**config.mk**
```make
export PLATFORM = sky130hd
export DESIGN_NAME = mux_sel_arbiter
export DESIGN_NICKNAME = d
export VERILOG_FILES = /design/src/rtl/mux_sel_arbiter.sv
export SDC_FILE = /design/constraint.sdc
export NUM_CORES = 1
export LEC_CHECK = 0
export CAP_MARGIN = 40
export CELL_PAD_IN_SITES_DETAIL_PLACEMENT = 0
export CELL_PAD_IN_SITES_GLOBAL_PLACEMENT = 1
export CORE_AREA = 10 10 47 49
export CTS_CLUSTER_SIZE = 8
export DETAILED_ROUTE_END_ITERATION = 16
export DIE_AREA = 0 0 57 59
export GPL_ROUTABILITY_DRIVEN = 0
export GPL_TIMING_DRIVEN = 0
export MAX_ROUTING_LAYER = met4
export PLACE_DENSITY = 0.81
export SLEW_MARGIN = 20
export SYNTH_ARGS = -nofsm -noshare
export SYNTH_HDL_FRONTEND = slang
export SYNTH_SLANG_ARGS = --single-unit
```
**constraint.sdc**
```tcl
create_clock -name clk_100mhz -period 1.9 [get_ports clk_100mhz]
set_clock_uncertainty 0.2 [all_clocks]
set_input_delay 0.57 -clock clk_100mhz [delete_from_list [all_inputs] [get_ports clk_100mhz]]
set_output_delay 0.57 -clock clk_100mhz [all_outputs]
set_load 0.01 [all_outputs]
```
**src/rtl/mux_sel_arbiter.sv**
```systemverilog
// mux_sel_arbiter
// ---------------
// Packet-locked round-robin arbiter between two valid/ready streams (A, B)
// feeding one registered output stage. The arbiter also exports its mux
// select so a downstream 2:1 mux (f = s ? b : a) can follow the same grant.
//
// Once a stream is granted, it keeps the grant until the beat carrying its
// last flag is accepted. The FSM then returns to IDLE for one cycle and
// re-arbitrates. On a tie, the stream that did not finish the previous
// packet wins.
//
// Ports
//   clk_100mhz         sole clock, rising edge
//   reset              synchronous, active-high reset
//   a_valid/a_data/a_last/a_ready   stream A (a_ready is an output)
//   b_valid/b_data/b_last/b_ready   stream B (b_ready is an output)
//   f_valid/f_data/f_last           registered output beat
//   f_ready            downstream accepts the beat when f_valid & f_ready
//   s                  mux select, 0 = A, 1 = B (high only in GRANT_B)
module mux_sel_arbiter #(
  parameter int W = 1
) (
  input  logic         clk_100mhz,
  input  logic         reset,
  input  logic         a_valid,
  input  logic [W-1:0] a_data,
  input  logic         a_last,
  output logic         a_ready,
  input  logic         b_valid,
  input  logic [W-1:0] b_data,
  input  logic         b_last,
  output logic         b_ready,
  output logic         f_valid,
  output logic [W-1:0] f_data,
  output logic         f_last,
  input  logic         f_ready,
  output logic         s
);

  typedef enum logic [1:0] {
    IDLE    = 2'd0,
    GRANT_A = 2'd1,
    GRANT_B = 2'd2
  } state_t;

  // rr encoding: 0 = A finished last, 1 = B finished last.
  localparam logic RR_A = 1'b0;
  localparam logic RR_B = 1'b1;

  state_t         state_reg, state_next;
  logic           rr_reg, rr_next;

  logic           f_valid_reg;
  logic [W-1:0]   f_data_reg;
  logic           f_last_reg;

  logic           can_load;
  logic           a_acc;
  logic           b_acc;
  logic [W-1:0]   mux_data;
  logic           mux_last;

  // The output register can take a new beat when it is empty or is being
  // drained this cycle, which gives full throughput with no bubble.
  assign can_load = !f_valid_reg || f_ready;
  assign a_acc    = a_valid && a_ready;
  assign b_acc    = b_valid && b_ready;

  // ---------------------------------------------------------------------
  // FSM process 1: state register
  // ---------------------------------------------------------------------
  always_ff @(posedge clk_100mhz) begin
    if (reset) begin
      state_reg <= IDLE;
      rr_reg    <= RR_B;  // so that A wins the first tie
    end else begin
      state_reg <= state_next;
      rr_reg    <= rr_next;
    end
  end

  // ---------------------------------------------------------------------
  // FSM process 2: next-state logic
  // ---------------------------------------------------------------------
  always_comb begin
    state_next = state_reg;
    rr_next    = rr_reg;
    case (state_reg)
      IDLE: begin
        if (a_valid && b_valid) begin
          state_next = (rr_reg == RR_A) ? GRANT_B : GRANT_A;
        end else if (a_valid) begin
          state_next = GRANT_A;
        end else if (b_valid) begin
          state_next = GRANT_B;
        end
      end
      GRANT_A: begin
        // Grant is released only by the accepted last beat; a valid that
        // drops mid-packet just leaves us waiting here.
        if (a_acc && a_last) begin
          state_next = IDLE;
          rr_next    = RR_A;
        end
      end
      GRANT_B: begin
        if (b_acc && b_last) begin
          state_next = IDLE;
          rr_next    = RR_B;
        end
      end
      default: begin
        state_next = IDLE;
      end
    endcase
  end

  // ---------------------------------------------------------------------
  // FSM process 3: outputs
  // ---------------------------------------------------------------------
  // Ready is also masked by reset so that no upstream handshake can appear
  // to complete in a cycle whose state is about to be discarded.
  always_comb begin
    a_ready = 1'b0;
    b_ready = 1'b0;
    s       = 1'b0;
    case (state_reg)
      GRANT_A: begin
        a_ready = can_load && !reset;
      end
      GRANT_B: begin
        b_ready = can_load && !reset;
        s       = 1'b1;
      end
      default: begin
        a_ready = 1'b0;
        b_ready = 1'b0;
        s       = 1'b0;
      end
    endcase
  end

  // ---------------------------------------------------------------------
  // Data path: same select as the external mux, bit by bit
  // ---------------------------------------------------------------------
  genvar gi;
  generate
    for (gi = 0; gi < W; gi++) begin : g_mux
      assign mux_data[gi] = s ? b_data[gi] : a_data[gi];
    end
  endgenerate

  assign mux_last = s ? b_last : a_last;

  // Output register. A new acceptance always wins over a drain, so a
  // simultaneous f_ready and acceptance replaces the beat in place.
  always_ff @(posedge clk_100mhz) begin
    if (reset) begin
      f_valid_reg <= 1'b0;
      f_data_reg  <= '0;
      f_last_reg  <= 1'b0;
    end else if (a_acc || b_acc) begin
      f_valid_reg <= 1'b1;
      f_data_reg  <= mux_data;
      f_last_reg  <= mux_last;
    end else if (f_ready) begin
      f_valid_reg <= 1'b0;
    end
  end

  assign f_valid = f_valid_reg;
  assign f_data  = f_data_reg;
  assign f_last  = f_last_reg;

endmodule
```
**Word level (Yosys, flattened, before mapping)**

Cells that the tools add are included.
W data, S select, Z words.

- Equal/unequal tests: 5
- Muxes and demuxes: 17
- Reduce and logical (&&, ||, !) cells: 15

Operator list:

| cell | count |
|---|---|
| $mux W2 | 6 |
| $mux W1 | 9 |
| $logic_and A1 B1 Y1 | 6 |
| $pmux W2 S3 | 1 |
| $reduce_and A3 Y1 | 2 |
| $ne A2 B2 Y1 const B | 2 |
| $ne A4 B4 Y1 const B | 1 |
| $reduce_bool A2 Y1 | 2 |
| $eq A2 B1 Y1 const B | 1 |
| $eq A2 B2 Y1 const B | 1 |
| $logic_not A1 Y1 | 2 |
| $logic_not A2 Y1 | 1 |
| $logic_or A1 B1 Y1 | 2 |
| $pmux W1 S2 | 1 |

- Flip-flop bits (word level): 6
- Input bits: 9
- Output and inout bits: 6
- Logic and storage cells: 42

**Depth between registers and ports, before layout**

- Depth in word-level cells: 8
- Depth in mapped cells: 4
- Gate-level depth less buffers: 4

**Least setup slack after synthesis**

Ideal clock, no wire load.

- Kind: input to output
- Start: in reset
- End: out a_ready
- Arrival: 1.020 ns
- Required time: 1.130 ns
- Setup slack: 0.110 ns
- Cell stages on the path: 2
- Buffers on the path: 1
- Path through: clkbuf_8 -> nor3_1

- Word-level cells in the longest chain between the ends: 3

Ends and longest elaborated chain:

| element | line | source |
|---|---|---|
| from (decl) | 24 | `input logic reset,` |
| $logic_not A1 Y1 | 129 | `a_ready = can_load && !reset;` |
| $logic_and A1 B1 Y1 | 129 |  |
| $mux W1 | 127 | `case (state_reg)` |
| to (decl) | 28 | `output logic a_ready,` |

Every way passes these cells.

**Worst setup path after layout**

- Start: reg state_reg[1]
- End: out b_ready

- Word-level cells in the longest chain between the ends: 2

Ends and longest elaborated chain:

| element | line | source |
|---|---|---|
| from (decl) | 50 | `state_t state_reg, state_next;` |
| from (signal assigned) | 77 | `state_reg <= state_next;` |
| $eq A2 B2 Y1 | 127 |  |
| $mux W1 | 127 |  |
| to (decl) | 32 | `output logic b_ready,` |

Every way passes these cells.

==> results.json <==
{
  "status": "completed",
  "clock_latency_ns": 0.24,
  "synth_top_area_cell": "dfxtp_1",
  "grt_antenna_before_repair": 0,
  "grt_setup_unrepaired": "yes",
  "register_area_um2": 125,
  "track_usage_pct": 6.40,
  "synthAdderAreaFrac_pct": 0,
  "largest_reg_flops": 2,
  "async_reset_ff_share_pct": 0,
  "vias_per_cell": 4.87,
  "io_buffers": 14,
  "cts_buffers": 3,
  "synth_top_family_by_area": "simple AND/OR/NAND/NOR gates",
  "wl_per_cell_um": 13.3,
  "io_pins": 15,
  "grt_pass1_wl_um": 1660,
  "hp-class": "register to register",
  "dieWidth_um": 57,
  "die_area_um2": 3360,
  "first_iter_violations": 5,
  "vias": 370,
  "final_nets": 71,
  "grt_max_degree": 9,
  "crit_type": "register to output port",
  "n_fill_cell": 151,
  "critPathMaxFanout": 8,
  "synth_flop_cell": "dfxtp_1",
  "vdd_drop_max_mv": 0.274,
  "syn_area_per_cell_um2": 9.45,
  "antenna_cells": 0,
  "slew_headroom_pct": 80.4,
  "grt_pass1_vias": 386,
  "clock_sinks": 6,
  "max_stage_delay_ns": 0.37,
  "setup_violations": 0,
  "holdWs_ns": 0.248,
  "clkTransAtPathRegs_ns": 0.04,
  "cellPowerDensity_nw_per_um2": 642,
  "core_um2": 1400,
  "synth-edff-count": 0,
  "cap_violations": 0,
  "cts-root-buf": "clkbuf_4",
  "num_rows": 14,
  "slew_viol_final": 0,
  "yosysUniqueCellTypes": 20,
  "final_util_pct": 41.9,
  "synth.area.top_cells": "dfxtp_1 33%, mux2i_1 8.4%, nor2b_4 7.7%",
  "yosysMostFrequentCell": "dfxtp_1",
  "synth_compound_area_share_pct": 20.6,
  "path_cells": "nor2b_4 > nor3b_2 > buf_2",
  "clockBufferDepth": 2,
  "dpl.hpwl_um": 736,
  "max_freq_mhz": 529,
  "multi_input_area_um2": 234,
  "wirelength_um": 1010,
  "drive_above_1_share_pct": 36.7,
  "whs_path_depth": 2,
  "end_kind": "output port",
  "rr_worst_depth": 5,
  "final-hold-violation-count": 0,
  "stdcell_count": 76,
  "synth-seq-cells": 6,
  "ys_warn_count": 0,
  "placedCellCount": 68,
  "start_util_pct": 25.6,
  "cts_tree": "built",
  "ant_nets": 0,
  "drc": 0,
  "fp.dieH_um": 59,
  "power_leakage_nw": 0.264,
  "startpoint_type": "register",
  "muxShareOfSynthArea_pct": 8.36,
  "synth_top_area_share_pct": 33.4,
  "layout_min_cycle_time_ns": 1.89,
  "cp.required_ns": 1.13,
  "r2r_slack_ns": 0.43,
  "syn_area_um2": 359,
  "synth-seq-area-share_pct": 33.4,
  "grt_overflow": 0,
  "worst_pin_slew_ns": 0.289,
  "syn2layout_area_growth_pct": 63.4,
  "first_pass_iters": 4,
  "arrival_ns": 1.12,
  "period_share_pct": 99.5,
  "synthXorXnorAreaFrac_pct": 0,
  "synthSimpleGateAreaFrac_pct": 32.8,
  "syn_inst": 38,
  "synthesis.nets": 47,
  "cpMaxStageDelayCell": "dfxtp_4",
  "htreeDepth": 1
}
## layout make-up
cell class | instances | share of cell area [%]
inverter | 1 | 0.640
clock buffer | 3 | 3.84
tap | 16 | 3.41
buffer | 1 | 2.56
multi-input combinational | 30 | 39.9
sequential | 6 | 21.3
timing repair buffer | 19 | 28.4
## layout by cell type, fill, tap and decap left out, types with 2 or more instances in the layout
master	n
dlygate4sd2_1	2
nand2_1	3
mux2i_1	3
a31oi_1	2
a211oi_1	3
buf_4	5
nand2b_1	3
buf_2	3
clkbuf_4	3
nor4_1	2
dfxtp_1	4
nor2b_4	2
clkdlybuf4s50_1	6
nor2_1	3
dlymetal6s2s_1	2
## where the power goes
group          leakage, nW  internal [mW]  switching, mW
Sequential          0.0502          0.138         0.0119
Clock               0.0138         0.0714         0.0453
Combinational        0.200         0.0631         0.0467
## critical path: cells and delay by family (launching register included)
kind          cells  cell delay (ns)
buf+inv           1             0.16
flops             1             0.37
simple gates      2             0.35
## kinds of logic (layout without fill, tap and decap cells)
| logic type | after synthesis | after routing |
|---|---|---|
| AO/OA/AOI/OAI | 10 | 10 |
| buffers and inverters | 2 | 24 |
| flip-flops | 6 | 6 |
| multiplexers | 3 | 3 |
| AND/OR/NAND/NOR | 17 | 17 |
## final timing paths
kind                start      endpoint
min                rr_reg        rr_reg
max          state_reg[1]       b_ready
min reg2reg        rr_reg        rr_reg
max reg2reg       f_valid  state_reg[1]
## per-layer routing
layer	GRT usage, %	part of all wire, %	wire (um)	vias to the layer above
met5	-	0	0	-
met4	7.05	0	0	0
met3	2.15	1.8	18	0
met2	9.30	55	549	7
met1	6.30	44	439	173
li1	-	-	-	190
## timing repair
item	in CTS	in global routing
hold buffers	0	0
endpoints found under the setup margin	4	5
resized for setup	23	4
buffers inserted	5	0
pin swaps	1	0
gates cloned	0	0
## metrics by stage
| step | cell area (um^2) | total power, mW | worst slack [ns] | setup TNS, ns |
|---|---|---|---|---|
| after floorplan | 359 | 0.205 | 0.110 | 0 |
| after global placement | 519 | 0.254 | -0.823 | -2.20 |
| after detailed placement | 519 | 0.255 | -0.830 | -2.29 |
| after CTS | 573 | 0.384 | -0.00632 | -0.00632 |
| after global routing | 587 | 0.408 | -0.0805 | -0.0805 |
| final | 587 | 0.377 | 0.00969 | 0 |
Note: power is estimated with default switching activity, not from simulation.
